### config.mk
export PLATFORM = sky130hd
export DESIGN_NAME = mochila_ram_arbiter
export DESIGN_NICKNAME = d
export VERILOG_FILES = /design/src/rtl/mochila_ram_arbiter.sv
export SDC_FILE = /design/constraint.sdc
export NUM_CORES = 1
export LEC_CHECK = 0
export CAP_MARGIN = 20
export CORE_AREA = 2 2 162 164
export DETAILED_ROUTE_END_ITERATION = 6
export DIE_AREA = 0 0 164 166
export GPL_TIMING_DRIVEN = 0
export HOLD_SLACK_MARGIN = 0.15
export PLACE_DENSITY_LB_ADDON = 0.15
export SLEW_MARGIN = 20
export SYNTH_ARGS = -nofsm -noshare
export SYNTH_HDL_FRONTEND = slang
export SYNTH_SLANG_ARGS = --single-unit
### constraint.sdc
create_clock -name clk_i -period 4.4 [get_ports clk_i]
set_clock_uncertainty 0.2 [all_clocks]
set_input_delay 0.88 -clock clk_i [delete_from_list [all_inputs] [get_ports clk_i]]
set_output_delay 0.88 -clock clk_i [all_outputs]
set_load 0.02 [all_outputs]
### src/rtl/mochila_ram_arbiter.sv
// mochila_ram_arbiter: round-robin OBI N:1 arbiter in front of the shared RAM port,
// with an in-order routing FIFO that steers each RAM response back to its requester.

`default_nettype none

package mochila_obi_pkg;
    typedef struct packed {
        logic        req;
        logic [31:0] addr;
        logic        we;
        logic [3:0]  be;
        logic [31:0] wdata;
    } obi_req_t;

    typedef struct packed {
        logic        gnt;
        logic        rvalid;
        logic [31:0] rdata;
    } obi_resp_t;
endpackage

module mochila_ram_arbiter
    import mochila_obi_pkg::*;
#(
    parameter int NMASTERS        = 3,
    parameter int MAX_OUTSTANDING = 2
) (
    input  logic                     clk_i,
    input  logic                     rst_i,
    input  obi_req_t  [NMASTERS-1:0] master_req_i,
    output obi_resp_t [NMASTERS-1:0] master_resp_o,
    output obi_req_t                 slave_req_o,
    input  obi_resp_t                slave_resp_i
);

    localparam int IDX_W = $clog2(NMASTERS);
    localparam int CNT_W = $clog2(MAX_OUTSTANDING + 1);
    localparam int PTR_W = (MAX_OUTSTANDING > 1) ? $clog2(MAX_OUTSTANDING) : 1;

    localparam logic [IDX_W-1:0] LAST_IDX = IDX_W'(NMASTERS - 1);
    localparam logic [PTR_W-1:0] LAST_PTR = PTR_W'(MAX_OUTSTANDING - 1);
    localparam logic [CNT_W-1:0] FULL_CNT = CNT_W'(MAX_OUTSTANDING);

    logic [IDX_W-1:0] rr_ptr;
    logic             lock_valid;
    logic [IDX_W-1:0] lock_idx;
    logic [CNT_W-1:0] count;
    logic [PTR_W-1:0] wr_ptr;
    logic [PTR_W-1:0] rd_ptr;
    logic [IDX_W-1:0] fifo_mem [MAX_OUTSTANDING];

    logic [IDX_W-1:0] winner;
    logic [IDX_W-1:0] scan;
    logic             found;
    logic             full;
    logic             fwd_req;
    logic             handshake;
    logic             pop;
    logic [IDX_W-1:0] head;

    // Scan starting at rr_ptr; a pending (ungranted) request pins the winner.
    always_comb begin
        winner = rr_ptr;
        found  = 1'b0;
        scan   = rr_ptr;
        for (int i = 0; i < NMASTERS; i++) begin
            if (!found && master_req_i[scan].req) begin
                winner = scan;
                found  = 1'b1;
            end
            scan = (scan == LAST_IDX) ? '0 : scan + 1'b1;
        end
        if (lock_valid) begin
            winner = lock_idx;
        end
    end

    // Full blocks new requests even when an rvalid frees a slot this cycle.
    assign full      = (count == FULL_CNT);
    assign fwd_req   = !rst_i && master_req_i[winner].req && !full;
    assign handshake = fwd_req && slave_resp_i.gnt;
    assign pop       = !rst_i && slave_resp_i.rvalid && (count != '0);
    assign head      = fifo_mem[rd_ptr];

    always_comb begin
        slave_req_o     = master_req_i[winner];
        slave_req_o.req = fwd_req;
    end

    always_comb begin
        for (int m = 0; m < NMASTERS; m++) begin
            master_resp_o[m]     = '0;
            master_resp_o[m].gnt = handshake && (winner == IDX_W'(m));
            if (pop && (head == IDX_W'(m))) begin
                master_resp_o[m].rvalid = 1'b1;
                master_resp_o[m].rdata  = slave_resp_i.rdata;
            end
        end
    end

    always_ff @(posedge clk_i) begin
        if (rst_i) begin
            rr_ptr     <= '0;
            lock_valid <= 1'b0;
            lock_idx   <= '0;
            count      <= '0;
            wr_ptr     <= '0;
            rd_ptr     <= '0;
        end else begin
            if (handshake) begin
                rr_ptr     <= (winner == LAST_IDX) ? '0 : winner + 1'b1;
                lock_valid <= 1'b0;
                wr_ptr     <= (wr_ptr == LAST_PTR) ? '0 : wr_ptr + 1'b1;
            end else if (fwd_req) begin
                lock_valid <= 1'b1;
                lock_idx   <= winner;
            end
            if (pop) begin
                rd_ptr <= (rd_ptr == LAST_PTR) ? '0 : rd_ptr + 1'b1;
            end
            case ({handshake, pop})
                2'b10:   count <= count + 1'b1;
                2'b01:   count <= count - 1'b1;
                default: count <= count;
            endcase
        end
    end

    always_ff @(posedge clk_i) begin
        if (handshake) begin
            fifo_mem[wr_ptr] <= winner;
        end
    end

    // An rvalid with nothing outstanding is dropped; flag it in simulation.
    a_rvalid_with_outstanding: assert property (
        @(posedge clk_i) disable iff (rst_i)
        !(slave_resp_i.rvalid && (count == '0))
    ) else $error("rvalid received with no outstanding transaction");

endmodule

`default_nettype wire

* Yosys cells after proc, flatten, opt, wreduce, memory -nomap -nowiden
Memory sizes are Yosys's and may differ from the RTL's. A register that Yosys moved wholly into a read port is not among the register bits. Cells that the tools add are included.
Storage, ports and cells: memories kept 1, ROM bits 0, word-level logic and storage cells 77, bits in latches 0, bits of input ports 246, output and inout bits 172, register bits after elaboration 9, bits in writable memories 4
Operators by class: bitwise gates (word level) 1, equality and inequality tests 9, order comparisons 4, multiply operators 0, mux-type cells 26, reductions and logical operators 23, $add $sub $neg 7, shifts and indexed selects 0, divide/modulo/power cells 0
Memory list:
- fifo_mem | depth 2, bits a word 2, rd ports 1, clocked after memory_dff 1, wr ports 1, line 50 | logic [IDX_W-1:0] fifo_mem [MAX_OUTSTANDING];
Operators with widths (count):
- binary-select mux 70 bit (select 2 bit) | 4
- 2-to-1 mux 70 bit | 4
- 2-to-1 mux 33 bit | 3
- logical AND 1 bit | 13
- equality test 2 bit (second input constant) | 6
- < comparator 2 x 3 -> 1 bit (second input constant) | 4
- 2-to-1 mux 2 bit | 6
- adder 2 x 1 -> 2 bit (second input constant) | 4
- 2-to-1 mux 1 bit | 8
- equality test 2 x 1 -> 1 bit (second input constant) | 3
- logical NOT 1 bit | 4
- logical NOT 2 bit | 2
- case mux 2 bit (2 select lines) | 1
- nonzero test 2 bit | 2
- adder 1 bit (second input constant) | 2
- AND reduction 2 bit | 1
- OR reduction 2 bit | 1
- subtractor 2 x 1 -> 2 bit (second input constant) | 1
- NOT 1 bit | 1

* Depth between registers and ports, before layout
depth after elaboration 17, mapped depth 9, depth with buffers taken out 8

* Least setup slack after synthesis
OpenSTA, ideal clock, no wires.
kind input -> output, start point in master_req_i[209] (netlist bit), end point out slave_req_o[0] (netlist bit), cell stages on the path 7, arrival time 2.456 ns, slack 0.864 ns, data required time 3.320 ns, buffers on the path 2, cells stage by stage buf_2 > a21boi_0 > o221ai_1 > nand2_1 > buf_2 > mux2i_1 > o21ai_0
RTL lines:
- start: declaration | line 30 | input obi_req_t [NMASTERS-1:0] master_req_i,
- end: declaration | line 32 | output obi_req_t slave_req_o,

==> impl_metrics.toml <==
[worst_setup_path]
wp_data_required_ps = 3320
critPathLaunchType = "input pin"
worstReg2RegStart = "rr_ptr[1]"
path_delay_family = "buffers and inverters"
critical_path.n_buffers_inverters = 3
timing.critical_path.arrival_ps = 3230
worst_path_max_delay_cell = "sky130_fd_sc_hd__clkdlybuf4s50_1"
worst_setup_path_class = "input pin to output pin"
worstPathMaxFanout = 10
critical_path.cell_chain = "clkdlybuf4s50_1, o21ai_0, nand2b_1, nor2_1, clkbuf_1, and2_1, clkdlybuf4s50_1"
crit_path_end_kind = "output pin"
path_common_cell = "sky130_fd_sc_hd__clkdlybuf4s50_1"
r2r_setup_slack_ps = 1690
capturing_point_of_the_worst_reg2reg_path = "count[1]"
worst-r2r-cell-count = 8
worst_path_largest_cell_delay_ps = 620

[final_layout]
fillerInstances = 2843
diodes = 0
layout.cells.most_common = "sky130_fd_sc_hd__clkdlybuf4s50_1"
most-common-layout-cells = "343 x sky130_fd_sc_hd__clkdlybuf4s50_1, 97 x sky130_fd_sc_hd__and2_1, 73 x sky130_fd_sc_hd__nand2_1"
instances_no_fill = 1187
num-nets-final = 1100
share_of_layout_cells_above_drive_strength_1_pct = 9.74
synthToLayoutAreaGrowth_pct = 157

[logic_synthesis]
synth-seq-cells = 14
synth-edff-count = 4
dominantRegCellSynth = "sky130_fd_sc_hd__dfxtp_1"
synth_area_um2 = 2870
synthesis.yosys.warnings = 0
synth_cell_type_count = 40
synth_async_sr_flop_share_pct = 0
nets_in_the_synthesized_netlist = 679
synth_cells = 432
ys_seq_area_share_pct = 11.2
syn-mean-instance-area_um2 = 6.64

[drt]
drt-total-wl_um = 18000
drt_pre_antenna_iters = 4
number_of_vias_in_the_routed_layout = 4545
route.detailed.wl_per_inst_um = 15.2
drc = 0
final_antenna_net_count = 0
route.detailed.vias_per_inst = 3.83
drtIter0Drc = 93

[clock_tree]
clockBufferDepth = 2
htreeDepth = 1
tritoncts = "built"
ctsRootBufferMaster = "sky130_fd_sc_hd__clkbuf_16"
cts_made_buffers = 3
worst_setup_hold_path_clk_slew_ps = 50
clk_sinks = 14
clock_latency_ps = 240

[die]
std_cell_rows = 59
floorplan.die.width_um = 164
placeable_area_um2 = 25600
start_util_pct = 11.2
design.portCount = 418
dieArea_um2 = 27200
fp.dieH_um = 166

[sta]
hold_violations = 0
grt_setup_unrepaired = "true"
timing.final.setup_violations = 0
drv_slew = 0
tightestPinTransition_ps = 469
period_needed_ps = 4310
final.period_utilization_pct = 98.1
fmaxAchievable_mhz = 232
worst_slack_ps = 85.5
slew-limit-headroom_pct = 68.6
finalHoldWorstSlack_ps = 299
setup-tns-final_ps = 0

[pwr]
total_leakage_power_nw = 2.86
vdd_ir_drop_max_mv = 0.0924
pwr_density_cell_nw_per_um2 = 203

[placed_design]
place.detailed.instances = 1183
hpwlAfterDp_um = 15800
gpl.final_weighted_congestion = 0.760
place_ws_ps = -591
place.port_buffers = 416

[grt]
first_global_vias = 4532
grt_start_max_net_pins = 12
grt.total_usage_pct = 12.2
globalRouteOverflowTotal = 0
antenna_violations_before_repair = 1
global_route_wire_length_before_repair_um = 26100

[job]
max_cap_viol_count = 0

[min_path]
min_from = "rd_ptr"
min_path_cells = 2
worstHoldPathType = "flop to flop"

[run_status]
status = "finished clean"
## cells by family after synthesis
family,after synthesis,share of synthesized area [%]
buffers and inverters,41,6.32
DFF,14,11.2
muxes,71,24.8
AOI/OAI and AO/OA,95,19.0
xor gates and xnor gates,3,0.916
and+or+nand+nor,207,37.4
adders and majority gates,1,0.436
## worst max-delay path by stage
stage / startpoint / endpoint / slack (ps) / cells after the start
finish: slave_resp_i[32] / master_resp_o[26] / 90 / 7
global route: rst_i / master_resp_o[26] / -130 / 7
CTS: master_req_i[139] / slave_req_o[62] / -170 / 9
detailed placement: master_req_i[139] / slave_req_o[30] / -590 / 8
global placement: master_req_i[139] / slave_req_o[30] / -560 / 8
floorplan: master_req_i[209] / slave_req_o[0] / 860 / 7
## registers in the layout, summed over array words and instances, names as in the netlist, named ones only
name and flops:
rr_ptr 2, rd_ptr 1, wr_ptr 1, lock_idx 2, fifo_mem 4, lock_valid 1, count 2
## Yosys cell counts, types with 2 or more instances
library cell | n | area share, %
sky130_fd_sc_hd__nor3_1 | 3 | 0.52
sky130_fd_sc_hd__and3_1 | 4 | 0.87
sky130_fd_sc_hd__dfxtp_1 | 10 | 7.0
sky130_fd_sc_hd__nor3b_1 | 3 | 0.78
sky130_fd_sc_hd__o21ai_0 | 54 | 9.4
sky130_fd_sc_hd__o21ai_1 | 20 | 3.5
sky130_fd_sc_hd__inv_1 | 5 | 0.65
sky130_fd_sc_hd__nor2_1 | 14 | 1.8
sky130_fd_sc_hd__mux2i_1 | 71 | 25
sky130_fd_sc_hd__nor2b_1 | 5 | 1.1
sky130_fd_sc_hd__buf_4 | 2 | 0.52
sky130_fd_sc_hd__nand2_1 | 74 | 9.7
sky130_fd_sc_hd__a31o_1 | 2 | 0.61
sky130_fd_sc_hd__buf_2 | 16 | 2.8
sky130_fd_sc_hd__and2_1 | 97 | 21
sky130_fd_sc_hd__nand2b_1 | 3 | 0.65
sky130_fd_sc_hd__nand3_1 | 2 | 0.35
sky130_fd_sc_hd__xor2_1 | 2 | 0.61
sky130_fd_sc_hd__clkbuf_1 | 18 | 2.4
sky130_fd_sc_hd__edfxtp_1 | 4 | 4.2
sky130_fd_sc_hd__a21oi_1 | 4 | 0.70
## worst register-to-register path, cell delays in order (launching register included)
cell and delay [ps]:
sky130_fd_sc_hd__dfxtp_1 290, sky130_fd_sc_hd__buf_2 160, sky130_fd_sc_hd__nand2b_1 150, sky130_fd_sc_hd__a211o_1 330, sky130_fd_sc_hd__a311oi_2 330, sky130_fd_sc_hd__a31oi_2 270
sky130_fd_sc_hd__ha_1 400, sky130_fd_sc_hd__or3_1 380, sky130_fd_sc_hd__a21oi_1 130
## area by class of cell
class	instances	area, um^2	share of cell area, %
clock buffer	3	75.1	1.02
buffer	36	210	2.85
clock inverter	1	3.75	0.0509
sequential	14	320	4.35
tap	335	419	5.69
multi-input combinational	377	2390	32.4
inverter	5	18.8	0.255
timing repair buffer	416	3930	53.4
## what timing repair did
item,4_1_cts,5_1_grt
hold endpoints to repair,0,0
endpoints found under the setup margin,94,122
buffers inserted,0,0
resized for setup,105,142
hold buffers,0,0
## metrics by stage
step	power [W]	cell area, um^2	util [%]
2_1_floorplan	0.000759	2870	-
5_1_grt	0.00160	7370	28.8
4_1_cts	0.00154	7510	29.3
3_3_place_gp	0.00145	7450	29.1
3_5_place_dp	0.00145	7450	29.1
6_report	0.00149	7370	28.8
## layer usage
layer  GRT usage [%]  part of all wire (%)  vias to the layer above
met1            11.0                    33                     1941
li1                -                     -                     2317
met3            4.27                    11                       18
met4            2.59                   2.1                        2
met2            25.4                    54                      267
met5               0                 0.072                        -
## power by group
group	leakage, nW	internal [W]	switching (W)
Combinational	2.70	0.000537	0.000614
Clock	0.0385	0.000120	0.0000531
Sequential	0.119	0.000153	0.0000163
Note: power is estimated with default switching activity, not from simulation.
